## src/rtl/screen_sequencer.sv

```systemverilog
// rtl/screen_sequencer.sv - title/play/over screen sequencer with frame-aligned pixel source mux
// Optional fade-in on screen change: define SCREEN_FADE_EN.
module screen_sequencer #(
   parameter int BLINK_FRAMES     = 30,
   parameter int PROMPT_Y0        = 400,
   parameter int PROMPT_Y1        = 431,
   parameter int OVER_HOLD_FRAMES = 180
) (
   input  logic        clk,
   input  logic        reset,
   input  logic [9:0]  x,
   input  logic [8:0]  y,
   input  logic        video_on,
   input  logic        frame_tick,
   input  logic        start_btn,
   input  logic        game_over,
   input  logic [11:0] title_pix,
   input  logic [11:0] game_pix,
   input  logic [11:0] over_pix,
   output logic [11:0] pix_out,
   output logic [1:0]  screen_sel,
   output logic        game_run,
   output logic        game_clear
);

   typedef enum logic [1:0] {
      S_TITLE = 2'd0,
      S_PLAY  = 2'd1,
      S_OVER  = 2'd2,
      S_BAD   = 2'd3
   } state_t;

   localparam int BW = (BLINK_FRAMES > 1) ? $clog2(BLINK_FRAMES + 1) : 1;
   localparam int HW = (OVER_HOLD_FRAMES > 1) ? $clog2(OVER_HOLD_FRAMES + 1) : 1;
   localparam logic [BW-1:0] BLINK_LAST = BW'(BLINK_FRAMES - 1);
   localparam logic [HW-1:0] HOLD_MAX   = HW'(OVER_HOLD_FRAMES);
   localparam logic [8:0]    BAND_Y0    = 9'(PROMPT_Y0);
   localparam logic [8:0]    BAND_Y1    = 9'(PROMPT_Y1);

   state_t          r_state, w_next;
   logic            r_start_q, r_start_req, w_req_next, w_clear;
   logic            r_game_run, r_game_clear;
   logic [BW-1:0]   r_blink_cnt;
   logic            r_blink_phase;
   logic [HW-1:0]   r_hold;
   logic [11:0]     r_pix, w_pix_sel, w_pix;
   logic            w_start_edge, w_req_now, w_visible, w_in_band;

   assign w_start_edge = start_btn & ~r_start_q;
   // An edge arriving with the tick itself is honoured by that tick.
   assign w_req_now    = r_start_req | w_start_edge;
   assign w_visible    = video_on && (x < 10'd640) && (y < 9'd480);
   assign w_in_band    = (y >= BAND_Y0) && (y <= BAND_Y1);

   always_ff @(posedge clk) begin
      if (reset) r_state <= S_TITLE;
      else       r_state <= w_next;
   end

   always_comb begin
      w_next     = r_state;
      w_clear    = 1'b0;
      w_req_next = r_start_req;
      case (r_state)
         S_TITLE: begin
            w_req_next = w_req_now;
            if (frame_tick && w_req_now) begin
               w_next     = S_PLAY;
               w_clear    = 1'b1;
               w_req_next = 1'b0;
            end
         end
         S_PLAY: begin
            w_req_next = 1'b0;
            if (frame_tick && game_over) w_next = S_OVER;
         end
         S_OVER: begin
            w_req_next = 1'b0;
            if (r_hold == HOLD_MAX) begin
               w_req_next = w_req_now;
               if (frame_tick && w_req_now) begin
                  w_next     = S_TITLE;
                  w_req_next = 1'b0;
               end
            end
         end
         default: begin
            w_next     = S_TITLE;
            w_req_next = 1'b0;
         end
      endcase
   end

   always_comb begin
      w_pix_sel = 12'h000;
      if (w_visible) begin
         case (r_state)
            S_TITLE: w_pix_sel = (r_blink_phase && w_in_band) ? 12'h000 : title_pix;
            S_PLAY:  w_pix_sel = game_pix;
            S_OVER:  w_pix_sel = over_pix;
            default: w_pix_sel = 12'h000;
         endcase
      end
   end

`ifdef SCREEN_FADE_EN
   logic [4:0] r_level;

   function automatic logic [3:0] scale_nib(input logic [3:0] n, input logic [4:0] lvl);
      logic [7:0] p;
      p = {4'd0, n} * {3'd0, lvl};
      return 4'(p >> 4);
   endfunction

   always_ff @(posedge clk) begin
      if (reset)                              r_level <= 5'd16;
      else if (w_next != r_state)             r_level <= 5'd0;
      else if (frame_tick && r_level != 5'd16) r_level <= r_level + 5'd1;
   end

   assign w_pix = {scale_nib(w_pix_sel[11:8], r_level),
                   scale_nib(w_pix_sel[7:4],  r_level),
                   scale_nib(w_pix_sel[3:0],  r_level)};
`else
   assign w_pix = w_pix_sel;
`endif

   always_ff @(posedge clk) begin
      if (reset) begin
         r_start_q     <= 1'b0;
         r_start_req   <= 1'b0;
         r_game_run    <= 1'b0;
         r_game_clear  <= 1'b0;
         r_pix         <= 12'h000;
         r_blink_cnt   <= '0;
         r_blink_phase <= 1'b0;
         r_hold        <= '0;
      end else begin
         r_start_q    <= start_btn;
         r_start_req  <= w_req_next;
         r_game_run   <= (w_next == S_PLAY);
         r_game_clear <= w_clear;
         r_pix        <= w_pix;
         if (w_next == S_TITLE && r_state != S_TITLE) begin
            r_blink_cnt   <= '0;
            r_blink_phase <= 1'b0;
         end else if (r_state == S_TITLE && frame_tick) begin
            if (r_blink_cnt == BLINK_LAST) begin
               r_blink_cnt   <= '0;
               r_blink_phase <= ~r_blink_phase;
            end else begin
               r_blink_cnt <= r_blink_cnt + 1'b1;
            end
         end
         if (w_next == S_OVER && r_state != S_OVER)
            r_hold <= '0;
         else if (r_state == S_OVER && frame_tick && r_hold != HOLD_MAX)
            r_hold <= r_hold + 1'b1;
      end
   end

   assign pix_out    = r_pix;
   assign screen_sel = r_state;
   assign game_run   = r_game_run;
   assign game_clear = r_game_clear;

endmodule

```

## config.mk

```make
export PLATFORM = sky130hd
export DESIGN_NAME = screen_sequencer
export DESIGN_NICKNAME = d
export VERILOG_FILES = /design/src/rtl/screen_sequencer.sv
export SDC_FILE = /design/constraint.sdc
export NUM_CORES = 1
export LEC_CHECK = 0
export ABC_AREA = 1
export ABC_CLOCK_PERIOD_IN_PS = 1500
export CORE_UTILIZATION = 42
export CTS_CLUSTER_SIZE = 20
export DETAILED_ROUTE_END_ITERATION = 7
export GPL_TIMING_DRIVEN = 1
export PLACE_DENSITY = 0.79
export REMOVE_ABC_BUFFERS = 1
export SYNTH_ARGS = -nofsm -noshare
export SYNTH_HDL_FRONTEND = slang
export SYNTH_SLANG_ARGS = --single-unit
```

## constraint.sdc

```tcl
create_clock -name clk -period 1.5 [get_ports clk]
set_clock_uncertainty 0.05 [all_clocks]
set_input_delay 0.3 -clock clk [delete_from_list [all_inputs] [get_ports clk]]
set_output_delay 0.3 -clock clk [all_outputs]
set_load 0.005 [all_outputs]
```

Yosys cells after proc, flatten, opt, wreduce, memory -nomap -nowiden. Cells that the tools add are included.

Bits of input ports: 61. Bits in registers: 32. Output and inout port bits: 16.

Equal/unequal tests: 8. Bitwise logic cells: 6. Reduce and logical (&&, ||, !) cells: 19. Muxes and demuxes: 12. $add $sub $neg: 2. Order comparisons: 4.

Operators with widths (number): 12-bit one-hot mux with 3 select lines (1); 12-bit two-way mux (1); 1-bit logical AND (11); 10-bit < comparator (second input constant) (1); 9-bit >= comparator (second input constant) (1); 9-bit less-or-equal comparator (second input constant) (1); 9-bit < comparator (second input constant) (1); 8-bit by 1-bit adder with 8-bit output (second input constant) (1); 8-bit == test (second input constant) (1); 2-bit two-way mux (4); 8-bit inequality test (second input constant) (1); 2-bit OR reduction (4); 2-bit one-hot mux with 3 select lines (1); 5-bit by 1-bit adder with 5-bit output (second input constant) (1); 5-bit == test (second input constant) (1); 5-bit two-way mux (1); 2-bit by 1-bit == test with 1-bit output (second input constant) (2); 2-bit == test (second input constant) (2); 2-bit zero test (2); 1-bit NOT (4); 1-bit two-way mux (3); 2-bit inequality test (second input constant) (1); 1-bit one-hot mux with 2 select lines (1); 2-bit AND reduction (1); 3 further kinds (3).

Longest topological paths before layout.
Word-level depth: 10. Mapped depth: 9.

Least setup slack after synthesis. OpenSTA, ideal clock, no wires.

Path type: register -> register. Start: reg r_hold[0]. End: reg r_hold[4]. Path buffers: 0. Required time: 1380 ps. Period minus slack after synthesis: 1257 ps. Stages on the path, launching flop included: 10. Arrival time: 1137 ps. Path slack: 243 ps. Setup time: 70 ps. Cell sequence: dfxtp_1 inv_1 ha_1 nand2_1 nor2_1 nand2_2 nand2_4 inv_2 nand2_1 a21oi_1.

Word-level cells in the longest chain between the ends: 6. Elaborated cells between the ends (all ways): 9. Classes of those cells: add/sub: 1; eq/ne: 3; mux: 2; reduce/logical: 3.

Ends and longest elaborated chain: start: declaration (line 45) `logic [HW-1:0] r_hold;`; start signal: assignment (line 158) `r_hold <= r_hold + 1'b1;`; 8-bit == test (line 79) `if (r_hold == HOLD_MAX) begin`; 2-bit two-way mux (line 79); 2-bit one-hot mux with 3 select lines (line 64) `case (r_state)`; 2-bit == test (line 155) `if (w_next == S_OVER && r_state != S_OVER)`; 1-bit logical AND (line 155); 2-bit OR reduction (no source line).

Several ways; a longest one is shown, not always the timed one. A chain may end at the register's enable or synchronous reset.

Worst setup path after layout.
Start: reg r_game_clear (netlist: game_clear). End: out game_clear.

RTL lines: start: declaration (line 42) `logic r_game_run, r_game_clear;`; start signal: assignment (line 142) `r_game_clear <= w_clear;`; end: declaration (line 23) `output logic game_clear`.

No word-level cell between the ends.

==> results.md <==
- CP startpoint kind: flip-flop
- Period utilization: 97.7%
- Tightest Hold Check Type: input port to flip-flop
- Crit-path slowest cell: clkdlybuf4s50_1
- CTS clk-pin slew, worst paths: around 0.06 ns
- CP Data Required Time: 1.15 ns
- Leak pwr: approximately 1.3 nW
- Total GRT Usage: roughly 21%
- Fmax: 682 MHz
- Pint: around 1.5 mW
- Switch share: around a quarter
- Worst r2r src: screen_sel[0]
- CP startpoint: game_clear
- R2R Setup Slk: approximately 0.10 ns
- Quantity of I/O buffers inserted on ports: 65
- Clock sinks: 32
- Layout Nets: around 430
- Antenna cell count: 0
- Synth async-reset ratio: 0%
- Area grow syn2layout: 49.5%
- Die area: around 0.0046 mm^2
- Origin of the worst min-delay path: frame_tick
- M3 GR Usage: under 10%
- Max-slew violations: 0
- Finished Layout Cells: slightly above 400
- Final WL: 4.45 mm
- Dpl ws: -0.213 ns
- Synth cell count leaders: nand2_1 (91), inv_1 (46), dfxtp_1 (32), nor2_1 (32), a21oi_1 (23)
- Sequential share of power: a little under half
- Clk pwr share: between 30% and 40%
- Die H: approximately 68 um
- Setup violators final: 0
- Hold slack: 0.439 ns
- Clk buf depth: 2
- TritonCTS Buffers: 5
- Logic pwr share: between 15 and 20%
- Met2 GRT Util: a little over a third
- Net Switching: 474 uW
- Top-count cell post-synth: nand2_1
- Global placer's final weighted congestion: 0.866
- Hold Path Cell Cnt: 4
- Routed Antenna Nets: 0
- Crit Path Class: flip-flop to primary output
- Slowest stage delay, CP: about 0.50 ns
- Vias in the first global route: 1,687
- TritonCTS clock tree: done
- Largest net degree at the start of global routing: 14
- Placed insts: 403
- Seq cells post-synth: 32
- First-pass GRT wire length: 6.90 mm
- Total of max-cap violations: 0
- Filler instances: 376
- Starting Density: around 44%
- Post-synthesis instance area: around 0.0018 mm^2
- Gr ovfl total: 0
- Initial antenna violation count: 0
- Met1 usage: 21.6%
- CP arrival: ~1.1 ns
- Post-Route Utilization: approximately 66%
- Slew @ Worst Pin: approximately 0.29 ns
- Pre-antenna DRT Iters: 4
- Routed vias: around 1.9k
- Avg Inst Size Synth: about 6.4 um^2
- Final min period: 1.47 ns
- H-tree lvl count: 2
- 1st-iter DRT viols: 63
- Status: finished clean
- Peak VDD IR: about 0.39 mV
- Relative slew slack: about four fifths
- Post-CTS Hold Buffers: 0
- Synth Flop Type: dfxtp_1
- PnR worst setup slack: roughly 0.034 ns
- Drt drc: 0
- Synth unique cells: 24
- Post-detailed-route wirelength per cell: about 11 um
- Core area: between 0.004 and 0.005 mm^2
- Pwr/cell area: around 720 mW/mm^2
- R2r worst-path depth: 8
- Gate Count Post-Synth: 283
- Die width: a little under 70 um
- Row count: 23
- Vias per inst: approximately 4.7
- EDFF count, synth: 0
- R2r endpoint: r_blink_cnt[1]
- Worst Setup End Kind: primary output
- RSZ-0062 raised after global routing: true
- Share of cells above drive strength 1: 12.7%
- Synth top area cells: dfxtp_1 (35%), nand2_1 (19%), inv_1 (9.5%), nor2_1 (6.6%), a21oi_1 (6.3%)
- Io pins: 77
- Critical-path cell list: clkdlybuf4s50_1
- Max FO, Critical Path: 1
- Post-synthesis sequential area ratio: between 30% and 40%
- Hold Vio Cnt, Final: 0
- Clock Root Buffer: clkbuf_8
- Worst Path Buf+Inv: 1
- Cell taking the most area after synthesis: dfxtp_1
- GRT busiest layer: met2
- Post-DP HPWL: 3.30 mm
- Crit path max-delay family: buffers and inverters
- Synth warn: 0
- Power, Total: 1.94 mW
- Yosys top cell area share: 35.3%
- Worst Hold Path EP: screen_sel[0]
- Worst-Skew Late Latency: roughly 0.28 ns
[worst max path at each step]
stage | end | slack [ns] | cells after the start
6_report | game_clear | 0.03 | 1
5_1_grt | r_hold[4] | -0.01 | 9
3_5_place_dp | r_blink_cnt[0] | -0.21 | 8
4_1_cts | game_clear | 0.02 | 1
2_1_floorplan | r_hold[4] | 0.24 | 9
3_3_place_gp | r_blink_cnt[0] | -0.17 | 8
[cells in the final DEF, fill, tap and decap left out, drive strengths merged]
| master | instances |
|---|---|
| a21oi | 27 |
| buf | 13 |
| clkbuf | 8 |
| clkdlybuf4s50 | 60 |
| dfxtp | 32 |
| dlymetal6s2s | 5 |
| ha | 4 |
| inv | 53 |
| nand2 | 97 |
| nand3 | 15 |
| nand4 | 3 |
| nor2 | 34 |
| nor3 | 1 |
| nor3b | 1 |
| o21ai | 3 |
| or2 | 1 |
| xnor2 | 1 |
| xor2 | 5 |
[area by class of cell]
cell class	instances	area (um^2)	share of cell area [%]
inverter	53	201	7.43
tap	50	62.6	2.31
multi-input combinational	192	946	34.9
clock buffer	8	90.1	3.32
sequential	32	649	24.0
timing repair buffer	78	761	28.1
[what timing repair did]
| item | CTS | global route |
|---|---|---|
| setup buffers | 2 | 0 |
| pin swaps | 0 | 0 |
| endpoints found under the setup margin | 2 | 23 |
| gates resized for setup | 4 | 11 |
[power by group through the flow]
stage	Combinational, mW	Sequential, mW	Clock (mW)
after floorplan	0.148	0.914	0
after global placement	0.359	0.913	0
after detailed placement	0.365	0.914	0
after CTS	0.376	0.890	0.687
after global routing	0.422	0.892	0.730
final	0.376	0.890	0.672
[flip-flops by register name (all words and copies together) (netlist names)]
signal / cells
game_clear: 1
game_run: 1
pix_out: 12
r_blink_cnt: 5
r_blink_phase: 1
r_hold: 8
r_start_q: 1
r_start_req: 1
screen_sel: 2
[per-layer routing]
layer	share of wire [%]	wire, um
met3	7.7	342
met2	50	2230
met4	2.0	91
met5	0	0
met1	40	1790
[logic make-up (layout without fill, tap and decap cells)]
family / after synthesis / after routing / share of synthesized area (%)
and+or+nand+nor: 152 / 152 / 36.5
buffers and inverters: 59 / 139 / 13.4
DFF: 32 / 32 / 35.3
AOI/OAI and AO/OA: 30 / 30 / 9.11
xor gates and xnor gates: 6 / 6 / 2.90
adders and majority gates: 4 / 4 / 2.76
[per-stage QoR]
| stage | TNS [ns] | area [um^2] |
|---|---|---|
| 2_1_floorplan | 0 | 1770 |
| 3_3_place_gp | -2.51 | 2560 |
| 3_5_place_dp | -2.95 | 2560 |
| 4_1_cts | 0 | 2680 |
| 5_1_grt | -0.0143 | 2710 |
| 6_report | 0 | 2710 |
(Power assumes the default switching activity.)
